`src/rtl/noc_pkg.sv`:
```
// noc_pkg: flit type codes and arbiter FSM state encodings shared across the NoC port logic.
package noc_pkg;
    typedef enum logic [1:0] {
        FLIT_BODY   = 2'b00,
        FLIT_HEAD   = 2'b01,
        FLIT_TAIL   = 2'b10,
        FLIT_SINGLE = 2'b11
    } flit_t;

    typedef enum logic [1:0] {
        IDLE  = 2'd0,
        ISSUE = 2'd1,
        CHECK = 2'd2
    } state_t;
endpackage

```
`src/rtl/rr_picker.sv`:
```
// rr_picker: combinational round-robin pick of the first requester at or after rr_ptr.
module rr_picker
    import noc_pkg::*;
#(
    parameter int NUM_PORTS = 5,
    parameter int PTR_W     = 3
) (
    input  logic [NUM_PORTS-1:0] req,
    input  logic [PTR_W-1:0]     rr_ptr,
    output logic [NUM_PORTS-1:0] pick
);
    // Scan offsets from farthest to nearest so the nearest requester wins.
    always_comb begin
        pick = '0;
        for (int i = NUM_PORTS - 1; i >= 0; i--) begin
            if (((req >> ((int'(rr_ptr) + i) % NUM_PORTS)) & NUM_PORTS'(1)) != '0)
                pick = NUM_PORTS'(1) << ((int'(rr_ptr) + i) % NUM_PORTS);
        end
    end
endmodule

```
`src/rtl/noc_port_arbiter.sv`:
```
// noc_port_arbiter: wormhole round-robin arbiter moving flits from NUM_PORTS FIFOs onto one link.
// Define ARB_STATS_EN to add per-port saturating completed-packet counters (pkt_cnt).
module noc_port_arbiter
    import noc_pkg::*;
#(
    parameter int NUM_PORTS = 5,
    parameter int FLIT_W    = 32
) (
    input  logic                        clk,
    input  logic                        rst_n,
    input  logic [NUM_PORTS-1:0]        req,
    input  logic [NUM_PORTS*FLIT_W-1:0] flit_in,
    output logic [NUM_PORTS-1:0]        rd_en,
    input  logic                        out_ready,
    output logic [FLIT_W-1:0]           out_flit,
    output logic                        out_valid,
    output logic [NUM_PORTS-1:0]        grant,
    output logic                        err
`ifdef ARB_STATS_EN
    ,
    output logic [NUM_PORTS*16-1:0]     pkt_cnt
`endif
);
    localparam int PTR_W = NUM_PORTS > 1 ? $clog2(NUM_PORTS) : 1;

    state_t                state, state_nx;
    logic [NUM_PORTS-1:0]  grant_nx, pick;
    logic [PTR_W-1:0]      rr_ptr, ptr_nx, gidx;
    logic                  in_pkt, in_pkt_nx, err_nx, last, bad;
    logic [FLIT_W-1:0]     sel;
    flit_t                 ftype;

    rr_picker #(.NUM_PORTS(NUM_PORTS), .PTR_W(PTR_W)) u_pick (
        .req   (req),
        .rr_ptr(rr_ptr),
        .pick  (pick)
    );

    always_comb begin
        sel  = '0;
        gidx = '0;
        for (int p = 0; p < NUM_PORTS; p++) begin
            if (grant[p]) begin
                sel  = flit_in[p*FLIT_W +: FLIT_W];
                gidx = PTR_W'(p);
            end
        end
    end

    assign ftype = flit_t'(sel[FLIT_W-1 -: 2]);
    assign last  = ftype == FLIT_TAIL || ftype == FLIT_SINGLE;
    // A packet must open with head/single, and a head may not appear inside one.
    assign bad   = in_pkt ? ftype == FLIT_HEAD : !(ftype == FLIT_HEAD || ftype == FLIT_SINGLE);

    always_comb begin
        state_nx  = state;
        grant_nx  = grant;
        ptr_nx    = rr_ptr;
        in_pkt_nx = in_pkt;
        err_nx    = err;
        rd_en     = '0;
        out_valid = 1'b0;
        out_flit  = '0;
        case (state)
            IDLE: begin
                if (|req) begin
                    grant_nx = pick;
                    state_nx = ISSUE;
                end
            end
            ISSUE: begin
                if (|(req & grant) && out_ready) begin
                    rd_en    = grant;
                    state_nx = CHECK;
                end
            end
            CHECK: begin
                out_valid = 1'b1;
                out_flit  = sel;
                err_nx    = err | bad;
                in_pkt_nx = !last;
                state_nx  = last ? IDLE : ISSUE;
                if (last) begin
                    grant_nx = '0;
                    ptr_nx   = gidx == PTR_W'(NUM_PORTS - 1) ? '0 : gidx + 1'b1;
                end
            end
            default: state_nx = IDLE;
        endcase
    end

    always_ff @(posedge clk or negedge rst_n) begin
        if (!rst_n) begin
            state  <= IDLE;
            grant  <= '0;
            rr_ptr <= '0;
            in_pkt <= 1'b0;
            err    <= 1'b0;
        end else begin
            state  <= state_nx;
            grant  <= grant_nx;
            rr_ptr <= ptr_nx;
            in_pkt <= in_pkt_nx;
            err    <= err_nx;
        end
    end

`ifdef ARB_STATS_EN
    always_ff @(posedge clk or negedge rst_n) begin
        if (!rst_n) begin
            pkt_cnt <= '0;
        end else if (state == CHECK && last) begin
            for (int p = 0; p < NUM_PORTS; p++) begin
                if (grant[p] && pkt_cnt[p*16 +: 16] != 16'hFFFF)
                    pkt_cnt[p*16 +: 16] <= pkt_cnt[p*16 +: 16] + 16'd1;
            end
        end
    end
`endif
endmodule

```
`config.mk`:
```
export PLATFORM = sky130hd
export DESIGN_NAME = noc_port_arbiter
export DESIGN_NICKNAME = d
export VERILOG_FILES = /design/src/rtl/noc_pkg.sv /design/src/rtl/rr_picker.sv /design/src/rtl/noc_port_arbiter.sv
export SDC_FILE = /design/constraint.sdc
export NUM_CORES = 1
export LEC_CHECK = 0
export CAP_MARGIN = 20
export CORE_MARGIN = 1
export CORE_UTILIZATION = 24
export CTS_BUF_LIST = sky130_fd_sc_hd__clkbuf_8
export DETAILED_ROUTE_END_ITERATION = 10
export MAX_ROUTING_LAYER = met4
export SLEW_MARGIN = 10
export SYNTH_ARGS = -nofsm -noshare
export SYNTH_HDL_FRONTEND = slang
export SYNTH_SLANG_ARGS = --single-unit
```
`constraint.sdc`:
```
create_clock -name clk -period 6.4 [get_ports clk]
set_input_delay 1.28 -clock clk [delete_from_list [all_inputs] [get_ports clk]]
set_output_delay 1.28 -clock clk [all_outputs]
set_load 0.01 [all_outputs]
```
==> summary.txt <==
Outcome
  – Outcome: finished, final reports clean

STA
  – Final max-slew violation count: 0
  – Hold WS: 0.497 ns
  – FMAX: 0.181 GHz
  – Max-slew headroom: 0.296
  – Unrepaired setup endpoints after global routing: no
  – Clk_skew: 0.00368 ns
  – Final hold violations: 0
  – Worst Tran Pin Value: 1.06 ns
  – Final setup fails: 0
  – Setup_tns: 0 ns
  – Share of the cycle needed by the critical path after routing: 0.865
  – Period minus WS final: 5.54 ns

Logic synthesis
  – Syn Nets: 802
  – Yosys warns: 0
  – Leading area contributor after synthesis: ha_1
  – Top FF cell, synth: dfrtp_1
  – Main combinational cell family by area after synthesis: compound AO/OA/AOI/OAI gates
  – Yosys top cell area share: 0.0828
  – Unique masters post-synth: 82
  – Post-synthesis adder-cell area fraction: 0.0877
  – Avg Inst Size Synth: 6.73 µm²
  – Main area contributors after synthesis: ha_1, dfrtp_1, a21oi_1
  – FFs w/ async S/R, synth: 1.00
  – Post-Synth Simple-Gate Area: 0.291
  – XOR/XNOR share of the synthesized area: 0.0132
  – Sequential area share after synthesis: 0.0736
  – Mux contribution to synthesized area: 0.0224
  – Post-Syn Area: 0.00408 mm²
  – Cell count after synthesis: 606
  – Compound-Gate Fraction of Synth Area: 0.427
  – Register bit count reported by yosys: 12
  – Number of synthesized flops with an enable pin: 0

Worst setup path
  – Crit path max-delay family: compound AO/OA/AOI/OAI gates
  – Crit path DAT: 5.70 ns
  – Kind of start point of the critical path: flip-flop
  – CP peak stage delay: 0.77 ns
  – Worst-path fanout max: 21
  – Slowest CP cell: dfrtp_1
  – CP Capture Type: flip-flop
  – Kind of critical path: reg2reg
  – Critical path buffers and inverters: 1
  – Critical Path RT: 6.56 ns
  – Cells along the critical path: inv_1 > ha_1 > o21ai_1 > and2_1 > xnor2_1 > ha_1 > fa_1 > a21boi_1 > nand3_1 > mux2i_1 > or4b_1 > a31oi_1 > o21bai_1 > o211ai_1 > a31oi_1

Finish
  – Most frequent cells in the layout: clkdlybuf4s50_1, nor2_1, a21oi_1, nor3_1, nand2_1
  – Layout cells sized above 1: 0.0362
  – Final-stage net count: 970
  – FILL cells: 1741
  – Area grow syn2layout: 55.7%
  – Post-Layout Cell Count: 995
  – Final instance area: 0.00635 mm²
  – Commonest non-fill, non-tap cell in the layout: clkdlybuf4s50_1

Clock network
  – Clock Path Buffers: 2
  – # hold bufs at CTS: 0
  – Clock Latency Late Sink: 0.24 ns
  – Clk root buf: clkbuf_8
  – Post-CTS setup buffers: 0
  – Clk slew on worst S/H paths: 0.06 ns
  – CTS tree: yes
  – H-tree level count: 1
  – Total CTS buffers: 3
  – CTS sink cnt: 12
  – Post-CTS Resized: 0

Floorplan
  – Die Height: 132 µm
  – Top-Level Pins: 212
  – Die area: 0.0175 mm²
  – Die X: 132 µm
  – Initial core utilization: 0.246
  – # rows: 47
  – Core ar.: 0.0166 mm²

Route
  – DRT antenna net count: 0
  – Drt via density: 5.55
  – Via count: 5523
  – WL per Instance: 19.9 µm
  – DR iter-0 viols: 448
  – Initial DRT Pass Iterations: 5
  – Final WL: 19800 µm
  – Post-route DRC: 0

Power
  – P_leak: 2.28 nW
  – Pwr Density: 514 mW/mm²
  – Maximum resistive drop on vdd: 0.000310 V

Placed design
  – Post-DP HPWL: 14900 µm
  – Port Buf Inserts: 211
  – Cells after DPL: 989
  – GPL Wtd Cong: 0.928
  – Post-placement cell area: 0.00629 mm²

Global route
  – Largest net degree at the start of global routing: 49
  – Global-route wire length before repair: 29900 µm
  – Number of antenna violations at the first check in global routing: 2
  – GRT overflow: 0
  – Vias in the first global route: 5095
  – All-layer global routing usage: 0.222

Worst hold path
  – Worst Hold Class: reg2reg

Run
  – MaxCap Viol Count: 0
Yosys cell counts (3+ instances only):
| library cell | count |
|---|---|
| a41oi_1 | 5 |
| o21ai_0 | 23 |
| a21oi_1 | 49 |
| a21o_1 | 5 |
| inv_1 | 27 |
| nand2b_1 | 14 |
| mux2i_1 | 8 |
| a22oi_1 | 3 |
| a221oi_1 | 25 |
| a32o_1 | 3 |
| nand3_1 | 8 |
| nor4_1 | 8 |
| buf_1 | 5 |
| a211oi_1 | 21 |
| nor2b_1 | 21 |
| buf_6 | 3 |
| and2_1 | 8 |
| o41ai_1 | 3 |
| dfrtp_1 | 12 |
| a221o_1 | 9 |
| nor3_1 | 38 |
| o21ai_1 | 3 |
| nor2_1 | 62 |
| or3_1 | 3 |
| o21bai_1 | 3 |
| o211ai_1 | 12 |
| a32oi_1 | 3 |
| a31oi_1 | 10 |
| nand2_1 | 35 |
| nand4b_1 | 3 |
| nand3b_1 | 3 |
| o21a_1 | 3 |
| buf_2 | 6 |
| nor3b_1 | 3 |
| o22ai_1 | 24 |
| clkbuf_1 | 42 |
| o221ai_1 | 3 |
| ha_1 | 27 |
| a2111oi_0 | 3 |
registers in the layout, summed over array words and instances, names as in the netlist:
name and flops:
err 1, state 2, rr_ptr 3, grant 5
in_pkt 1
report_power, final:
group	leakage, nW	internal, mW	switching, mW
combinational	2.11	1.20	1.79
sequential	0.147	0.108	0.0879
clock	0.0288	0.0544	0.0288
total	2.28	1.36	1.90
metal layers:
layer,vias up,share of wire,wire length (µm),track usage
met4,0,0.015,301,0.0524
met3,20,0.079,1560,0.0323
li1,2680,-,-,-
met1,2570,0.40,8030,0.263
met2,253,0.50,9930,0.394
met5,-,0,0,-
worst reg2reg max path: stages (launching register included):
cell and delay [ns]:
dfrtp_1 0.77, inv_1 0.27, ha_1 0.74, o21ai_1 0.29, and2_1 0.29, xnor2_1 0.23
ha_1 0.24, fa_1 0.26, a21boi_1 0.37, nand3_1 0.14, mux2i_1 0.25, or4b_1 0.54
a31oi_1 0.58, o21bai_1 0.23, o211ai_1 0.10, a31oi_1 0.15
stage by stage:
step / util / worst slack, ns / power, mW
floorplan: - / 1.93 / 2.43
global placement: 0.379 / 1.18 / 3.15
detailed placement: 0.379 / 0.997 / 3.13
CTS: 0.383 / 0.949 / 3.23
global route: 0.383 / 0.391 / 3.58
finish: 0.383 / 0.862 / 3.26
worst paths after layout:
path | from | end | slack [ns] | cells after the start
worst min-delay path | in_pkt | in_pkt | 0.50 | 2
worst max register to register | rr_ptr[2] | grant[3] | 0.86 | 15
worst min register to register | in_pkt | in_pkt | 0.50 | 2
worst max-delay path | rr_ptr[2] | grant[3] | 0.86 | 15
max in group asynchronous | rst_n | grant[4] | 4.58 | 1
min in group asynchronous | rst_n | state[1] | 1.40 | 1
final cells by class:
cell class | instances | area, µm² | area share
multi-input combinational | 510 | 3440 | 0.541
clock buffer | 4 | 55.1 | 0.00867
tap | 220 | 275 | 0.0433
antenna | 2 | 5.00 | 0.000788
sequential | 12 | 302 | 0.0475
inverter | 28 | 105 | 0.0166
timing repair buffer | 219 | 2170 | 0.342
kinds of logic after synthesis:
logic type,after synthesis
simple gates,226
fa+ha+maj,28
xor+xnor,4
flops,12
compound gates,243
buf+inv,84
mux,9
(Power assumes the default switching activity.)
